==> config.mk <==
export PLATFORM = sky130hd
export DESIGN_NAME = instr_fetch
export DESIGN_NICKNAME = d
export VERILOG_FILES = /design/src/rtl/instr_fetch.sv
export SDC_FILE = /design/constraint.sdc
export NUM_CORES = 2
export LEC_CHECK = 0
export BUFFER_PORTS_ARGS = -buffer_cell sky130_fd_sc_hd__clkbuf_2
export CAP_MARGIN = 20
export CORE_UTILIZATION = 40
export CTS_BUF_LIST = sky130_fd_sc_hd__clkbuf_4 sky130_fd_sc_hd__clkbuf_8 sky130_fd_sc_hd__clkbuf_16
export CTS_CLUSTER_SIZE = 40
export DETAILED_ROUTE_END_ITERATION = 16
export HOLD_SLACK_MARGIN = 0.06
export PLACE_DENSITY = 0.64
export SLEW_MARGIN = 20
export SYNTH_ARGS = -nofsm -noshare
export SYNTH_HDL_FRONTEND = slang
export SYNTH_SLANG_ARGS = --single-unit
export TNS_END_PERCENT = 20
==> constraint.sdc <==
create_clock -name cpu_clk -period 4.69 [get_ports cpu_clk]
set_input_delay 0.7035 -clock cpu_clk [delete_from_list [all_inputs] [get_ports cpu_clk]]
set_output_delay 0.7035 -clock cpu_clk [all_outputs]
set_load 0.005 [all_outputs]
==> src/rtl/instr_fetch.sv <==
// ---------------------------------------------------------------------------
// instr_fetch
//
// Instruction fetch unit with a small on-chip instruction store.
//
// The store is filled through the load port while the unit is idle. Once
// started, the unit reads the store sequentially and presents one instruction
// at a time to a consumer using a valid/accept handshake. Branch redirects
// flush everything in flight. A fetched all-zero word stops the unit for good
// (until reset).
//
// Optional feature macro: IFU_PREFETCH_EN
//   undefined : single buffer register, next read issued only when the
//               buffered instruction is accepted (one instruction per 2 cycles)
//   defined   : 2-entry prefetch FIFO (one instruction per cycle under
//               continuous accept)
//
// Ports
//   cpu_clk                  clock, all state updates on the rising edge
//   cpu_rst                  synchronous active-high reset
//   run                      start fetching from PC 0 (honoured only when idle)
//   load_valid/addr/data     store write port (honoured only when idle)
//   cpu_accept               consumer takes the presented instruction
//   branch_taken/target      redirect fetch to byte address branch_target
//   cpu_instruction          presented instruction word
//   cpu_instruction_RDY_BSY  1 = cpu_instruction valid, 0 = busy / nothing
//   fetch_pc                 byte address of the presented instruction
//   halted                   fetch stopped on a zero word
// ---------------------------------------------------------------------------
module instr_fetch #(
    parameter int MEM_DEPTH = 64
) (
    input  logic                         cpu_clk,
    input  logic                         cpu_rst,
    input  logic                         run,
    input  logic                         load_valid,
    input  logic [$clog2(MEM_DEPTH)-1:0] load_addr,
    input  logic [31:0]                  load_data,
    input  logic                         cpu_accept,
    input  logic                         branch_taken,
    input  logic [31:0]                  branch_target,
    output logic [31:0]                  cpu_instruction,
    output logic                         cpu_instruction_RDY_BSY,
    output logic [31:0]                  fetch_pc,
    output logic                         halted
);

    localparam int AW = $clog2(MEM_DEPTH);

`ifdef IFU_PREFETCH_EN
    localparam logic [1:0] BUF_DEPTH = 2'd2;
`else
    localparam logic [1:0] BUF_DEPTH = 2'd1;
`endif

    typedef enum logic [1:0] {IDLE, FETCH, FLUSH, HALT} state_t;

    state_t      state;
    logic [31:0] mem [MEM_DEPTH];
    logic [31:0] pc;
    logic [31:0] rd_data;
    logic [31:0] rd_pc;
    logic        rd_valid;
    logic [31:0] buf0_data;
    logic [31:0] buf0_pc;
`ifdef IFU_PREFETCH_EN
    logic [31:0] buf1_data;
    logic [31:0] buf1_pc;
`endif
    logic [1:0]  count;
    logic        halt_pending;
    logic        halted_q;

    logic          pop;
    logic          push;
    logic          zero_hit;
    logic [1:0]    occupancy;
    logic          can_issue;
    logic [AW-1:0] word_idx;
    logic [AW-1:0] next_idx;
    logic [31:0]   pc_next;

    // The two low bits of a branch target are dropped (word alignment).
    logic unused_target_bits;
    assign unused_target_bits = ^branch_target[1:0];

    // Handshake and read-issue decisions for the coming edge. A read may be
    // issued only when every instruction already buffered or in flight will
    // still have a buffer slot, which throttles the non-prefetch build to one
    // outstanding instruction. A landing zero word blocks further reads.
    always_comb begin
        pop       = 1'b0;
        push      = 1'b0;
        zero_hit  = 1'b0;
        occupancy = 2'd0;
        can_issue = 1'b0;
        word_idx  = pc[AW+1:2];
        next_idx  = word_idx + AW'(1);
        pc_next   = {pc[31:AW+2], next_idx, 2'b00};
        if (state == FETCH) begin
            pop       = (count != 2'd0) && cpu_accept;
            push      = rd_valid && (rd_data != 32'd0);
            zero_hit  = rd_valid && (rd_data == 32'd0);
            occupancy = count + {1'b0, rd_valid} - {1'b0, pop};
            can_issue = !halt_pending && !zero_hit && (occupancy < BUF_DEPTH);
        end
    end

    // Instruction store write port, open only while idle. Not reset so that
    // the program survives a reset.
    always_ff @(posedge cpu_clk) begin
        if (!cpu_rst && (state == IDLE) && load_valid) begin
            mem[load_addr] <= load_data;
        end
    end

    // Main fetch state machine: PC, synchronous store read, instruction
    // buffer and halt tracking. A branch in FETCH wins over everything else
    // and discards both the buffer and any read in flight.
    always_ff @(posedge cpu_clk) begin
        if (cpu_rst) begin
            state        <= IDLE;
            pc           <= 32'd0;
            rd_data      <= 32'd0;
            rd_pc        <= 32'd0;
            rd_valid     <= 1'b0;
            buf0_data    <= 32'd0;
            buf0_pc      <= 32'd0;
`ifdef IFU_PREFETCH_EN
            buf1_data    <= 32'd0;
            buf1_pc      <= 32'd0;
`endif
            count        <= 2'd0;
            halt_pending <= 1'b0;
            halted_q     <= 1'b0;
        end else begin
            case (state)
                IDLE: begin
                    if (run) begin
                        state <= FETCH;
                        pc    <= 32'd0;
                    end
                end
                FETCH: begin
                    if (branch_taken) begin
                        state        <= FLUSH;
                        pc           <= {branch_target[31:2], 2'b00};
                        count        <= 2'd0;
                        rd_valid     <= 1'b0;
                        halt_pending <= 1'b0;
                    end else begin
`ifdef IFU_PREFETCH_EN
                        // Head is slot 0; a push lands in the first free
                        // slot after this edge's pop.
                        if (pop && (count == 2'd2)) begin
                            buf0_data <= buf1_data;
                            buf0_pc   <= buf1_pc;
                        end
                        if (push) begin
                            if ((count == 2'd0) || ((count == 2'd1) && pop)) begin
                                buf0_data <= rd_data;
                                buf0_pc   <= rd_pc;
                            end else begin
                                buf1_data <= rd_data;
                                buf1_pc   <= rd_pc;
                            end
                        end
`else
                        if (push) begin
                            buf0_data <= rd_data;
                            buf0_pc   <= rd_pc;
                        end
`endif
                        count <= count + {1'b0, push} - {1'b0, pop};
                        if (zero_hit) begin
                            halt_pending <= 1'b1;
                        end
                        if (can_issue) begin
                            rd_data  <= mem[word_idx];
                            rd_pc    <= pc;
                            rd_valid <= 1'b1;
                            pc       <= pc_next;
                        end else begin
                            rd_valid <= 1'b0;
                        end
                        if (halt_pending && (count == 2'd0)) begin
                            state    <= HALT;
                            halted_q <= 1'b1;
                        end
                    end
                end
                FLUSH: begin
                    // Single cycle: issue the read of the branch target.
                    rd_data  <= mem[word_idx];
                    rd_pc    <= pc;
                    rd_valid <= 1'b1;
                    pc       <= pc_next;
                    state    <= FETCH;
                end
                default: begin
                end
            endcase
        end
    end

    assign cpu_instruction         = buf0_data;
    assign fetch_pc                = buf0_pc;
    assign cpu_instruction_RDY_BSY = (state == FETCH) && (count != 2'd0);
    assign halted                  = halted_q;

endmodule

# Word-level counts from Yosys, hierarchy flattened
# Memories as Yosys holds them, arrays and structs flattened. A register that Yosys moved wholly into a read port is not among the register bits.
# Cells that the tools add are included.
# totals
latch_bits	0
ram_bits	2048
memories	1
romBits	0
input_bits	76
reg_bits	167
elab_cells	84
# mem_list
memory	words	word_bits	rd	rd_clocked_by_memory_dff	wr	line_no	text
mem	64	32	1	1	1	59	logic [31:0] mem [MEM_DEPTH];
# op_classes
mux	28
n_bitwise	2
div_mod_pow	0
multipliers	0
order_cmp	1
addsub	5
n_eq_ne	8
n_reduce_logical	28
shift	0
# op_table
operator	count
$mux W32	6
$pmux W32 S2	2
$pmux W32 S3	1
$logic_not A32 Y1	1
$reduce_bool A32 Y1	1
$reduce_and A3 Y1	5
$mux W6	2
$mux W1	10
$logic_and A1 B1 Y1	9
$mux W2	4
$mux W8	1
$ne A2 B2 Y1 const B	4
$reduce_bool A2 Y1	4
$add A6 B1 Y6 const B	1
$pmux W2 S3	1
$add A2 B1 Y2	2
$logic_not A2 Y1	2
$reduce_and A4 Y1	1
$sub A2 B1 Y2	2
$logic_not A1 Y1	3
$ne A3 B2 Y1 const B	1
$ne A3 B3 Y1 const B	1
$reduce_bool A3 Y1	1
$eq A2 B1 Y1 const B	1
other kinds (5)	6

# Logic depth before layout (Yosys ltp)
# depth
ltp_word	11
mapped_depth	13
mapped_depth_nobuf	11

# Worst setup path before layout
# Ideal clock, no wire load.
# synth_timing
kind	input to register
from	input port cpu_rst
to	memory mem[46][0], enable pin
arrival_ns	3.006
path_buffers	1
path_stages	4
slack_ns	1.263
required_ns	4.269
path_cell_list	clkbuf_1 nor4bb_1 nand3_1 nor2_1
# synth_between
elab_chain_cells	5
# synth_lines
item	line_no	text
start, declared	34	input logic cpu_rst,
$logic_not A1 Y1	112	if (!cpu_rst && (state == IDLE) && load_valid) begin
$logic_and A1 B1 Y1 (2 in a row)	112	
$mux W1	112	
$mux W1 (not written as such)	113	mem[load_addr] <= load_data;
end, declared	59	
# Every way passes these cells.

# Worst setup path in the final report
# layout_timing
from	register state[0]
to	memory mem[48][4], enable pin
# layout_between
elab_chain_cells	5
# layout_lines
item	line_no	text
start, declared	58	state_t state;
start signal, assigned	122	state <= IDLE;
start signal, assigned	140	state <= FETCH;
start signal, assigned	146	state <= FLUSH;
$logic_not A2 Y1	112	
$logic_and A1 B1 Y1 (2 in a row)	112	
$mux W1	112	
$mux W1 (not written as such)	113	
# Every way passes these cells.

==> reports/results.txt <==
Fillers: 17,570
Fin crit share: 84.65%
Clock group share of total power: 40.1%
Sequential Power Share: 50.0%
Netlist Area Pre-Place: 84,880 um^2
Drt first-iter violations: 5,527
Final WL: 226,100 um
Startpoint types: flip-flop
HPWL Detailed: 134,500 um
First-pass DRT Iterations: 6
Final setup violation count: 0
Synth cell types: 64
WHS Path Cells: 3
CP max FO: 22
Latest clock arrival within the worst-skew pair: 0.87 ns
Std cell rows: 168
Synth Area in Compound Gates: 5.221%
Avg Inst Size Synth: 18.40 um^2
P_sw: 10,380 uW
Total setup buffers inserted after CTS: 0
Clk root buf: clkbuf_16
Cell Chain, Critical Path: inv_1 -> ha_1 -> nor4bb_1 -> nand2_1 -> nor2_4 -> buf_4
Max Cap Viol: 0
Port bufs: 137
FF-to-FF path depth: 6
Initial Util: 40.38%
WP data required: 5.26 ns
CP endpoint kind: flip-flop
Vias/cell: 5.728
CTS Buffer Depth: 3
Post-CTS Resized: 0
Die ar.: 214,100 um^2
CTS tree: done
Largest family of logic cells by synthesized area: multiplexers
Post-Synth XOR/XNOR Area: 0.04864%
GP Congestion: 0.8598
Routed wire per std cell: 28.43 um
Yosys reg bits: 2,215
PwrDens: 446.1 nW/um^2
Layout cells sized above 1: 21.71%
Fmax: 251.9 MHz
Pint: 33,320 uW
Multiplexer share of the synthesized area: 13.02%
Layout area overhead: 15.40%
Mapped Cells: 4,613
Antenna-violating nets left: 0
RSZ-0062 raised after global routing: no
Worst Tran Pin Value: 1.089 ns
Final hold violation count: 0
CP Depth: 6
CP Buf/Inv Count: 2
Fin crit period: 3.970 ns
Nets: 5,039
Largest net degree at the start of global routing: 104
Tot Pwr: 43,700 uW
Vias post-DR: 45,560
All-Layer GR Usage: 20.80%
Ys async rst share: 0%
WS Path Type: flip-flop to flip-flop
Core area: 210,200 um^2
Vias in the first global route: 44,920
Main synth FF type: edfxtp_1
Clk slew on worst S/H paths: 0.06 ns
Die X: 462.7 um
Fin Setup TNS: 0 ns
Comb pwr share: 9.9%
Final Util: 46.60%
Hold/Removal Path Class: input pin to flip-flop
CP delay by family, top: simple AND/OR/NAND/NOR gates
Max_slew headroom: 27.23%
Global-route congestion overflow total: 0
EDFF count, synth: 2,048
Switching share of power: 23.75%
Pleak: 0.03009 uW
Worst EP arrival: 4.54 ns
Peak supply drop: 0.3648 mV
Clock skew: 0.06228 ns
Initial antenna violation count: 20
Post-Synth Simple-Gate Area: 3.386%
Final max-slew violation count: 0
TritonCTS Buffers: 217
Slowest library cell on the worst path: nor2_4
Register area share after synthesis: 76.39%
Synth warn: 0
H-tree levels: 4
Drt drc: 0
Clock sink total: 2,215
First-pass GRT wire length: 322,900 um
Status: complete, no violations
I/O pins: 142
Die Ht: 462.7 um
Synth Area in Adders: 0.1327%
CP peak stage delay: 1.06 ns
final timing paths:
kind	startpoint	end	slack, ns
hold reg to reg	rd_pc[23]	rd_pc[23]	0.45
setup / recovery	state[0]	mem[48][4]	0.72
setup reg to reg	state[0]	mem[48][4]	0.72
hold / removal	branch_target[10]	pc[10]	0.11
worst register-to-register path: cells and delay by family (launching register included):
family | cells | cell delay, ns
AND/OR/NAND/NOR | 3 | 2.40
adder cells (fa/ha/maj) | 1 | 0.50
buffers and inverters | 2 | 0.43
flip-flops | 1 | 0.35
area by class of cell:
cell class	count	area, um^2	area share, %
antenna	7	17.52	0.01788
clock buffer	282	6005	6.130
clock inverter	124	1269	1.295
inverter	11	41.29	0.04215
multi-input combinational	2104	19090	19.49
sequential	2215	64860	66.21
tap	2805	3510	3.583
timing repair buffer	405	3166	3.232
synth_stat cells (3+ instances only):
| master | n | area (um^2) |
|---|---|---|
| edfxtp_1 | 2048 | 61500 |
| mux2i_1 | 508 | 5085 |
| nand2_1 | 259 | 972.2 |
| a22oi_1 | 255 | 1914 |
| mux4_2 | 255 | 5743 |
| a21oi_1 | 169 | 845.8 |
| dfxtp_1 | 167 | 3343 |
| nor2_1 | 145 | 544.3 |
| buf_2 | 118 | 590.6 |
| clkbuf_1 | 100 | 375.4 |
| o22ai_1 | 92 | 575.6 |
| nand3_1 | 88 | 440.4 |
| a211oi_1 | 60 | 450.4 |
| nor3_1 | 55 | 275.3 |
| buf_4 | 31 | 232.7 |
| o21ai_0 | 30 | 150.1 |
| mux2_2 | 20 | 225.2 |
| a41oi_1 | 19 | 166.4 |
| buf_1 | 17 | 63.81 |
| nor4_1 | 17 | 106.4 |
| nor2b_1 | 16 | 100.1 |
| nand3b_1 | 13 | 97.59 |
| buf_6 | 11 | 123.9 |
| nand2b_1 | 11 | 68.82 |
| inv_1 | 10 | 37.54 |
| o31ai_1 | 10 | 75.07 |
| ha_1 | 9 | 112.6 |
| a211o_1 | 8 | 70.07 |
| and3_1 | 6 | 37.54 |
| nand4_1 | 6 | 37.54 |
| or2_2 | 6 | 37.54 |
| and2_1 | 5 | 31.28 |
| or3_1 | 4 | 25.02 |
| a2111oi_0 | 3 | 26.28 |
| a31oi_1 | 3 | 18.77 |
| buf_8 | 3 | 45.04 |
| nor2_2 | 3 | 18.77 |
cells by family after synthesis:
family / Yosys count
mux: 783
xor+xnor: 3
buf+inv: 295
compound gates: 664
fa+ha+maj: 9
other cells: 1
simple gates: 643
flops: 2215
placed cells by master, fill, tap and decap left out, types with 8 or more instances in the layout:
cell / count
nor2_4: 65
a22oi_1: 255
dfxtp_1: 161
nor4_1: 16
bufinv_16: 16
clkinv_1: 55
nor3_1: 54
clkbuf_8: 11
dlygate4sd3_1: 14
clkbuf_4: 53
a21oi_1: 169
mux2i_1: 508
nor2b_1: 11
a41oi_1: 19
nor2_1: 80
buf_4: 223
nand2b_1: 11
a211o_1: 8
edfxtp_1: 2048
ha_1: 9
o31ai_1: 10
buf_12: 34
o22ai_1: 92
o21ai_0: 30
inv_1: 10
a211oi_1: 60
nand2_1: 259
clkbuf_16: 218
nand3_1: 88
mux4_2: 255
clkbuf_2: 134
clkinv_2: 28
mux2_2: 20
nand3b_1: 13
registers in the layout, indices dropped and copies added (netlist names), named ones only:
name             cells
fetch_pc            30
mem               2048
rd_valid             1
count                2
halted               1
halt_pending         1
cpu_instruction     32
rd_pc               30
pc                  30
rd_data             32
state                2
metal layers:
layer  GRT usage, %  vias to the layer above  part of all wire [%]
met2          32.60                     2063                    47
met4          6.554                        2                   2.8
met1          28.82                    23850                    41
li1               -                    19320                     -
met5              0                        -                0.0057
met3          4.696                      324                   9.0
power by group through the flow:
stage / Sequential (uW) / Combinational (uW) / Clock, uW
after global routing: 21900 / 4540 / 18500
final: 21900 / 4310 / 17500
after CTS: 21900 / 4310 / 17700
after detailed placement: 22300 / 4290 / 0
after floorplan: 22100 / 2660 / 0
after global placement: 22300 / 4240 / 0
what timing repair did:
| action | in CTS | in global routing |
|---|---|---|
| hold buffers | 14 | 0 |
| endpoints found under the hold margin | 14 | 0 |
| setup endpoints to repair | 0 | 0 |
through the flow:
stage	hold WS, ns	std cells	area [um^2]	worst slack (ns)
6_report	0.1124	7953	97960	0.7200
5_1_grt	0.08949	7950	97950	0.4861
4_1_cts	0.06049	7946	97930	0.7380
3_5_place_dp	0.4448	7526	90520	0.6828
3_3_place_gp	0.4408	7526	90510	0.8117
2_1_floorplan	0.4321	4614	84890	1.263
Note: power is estimated with default switching activity, not from simulation.
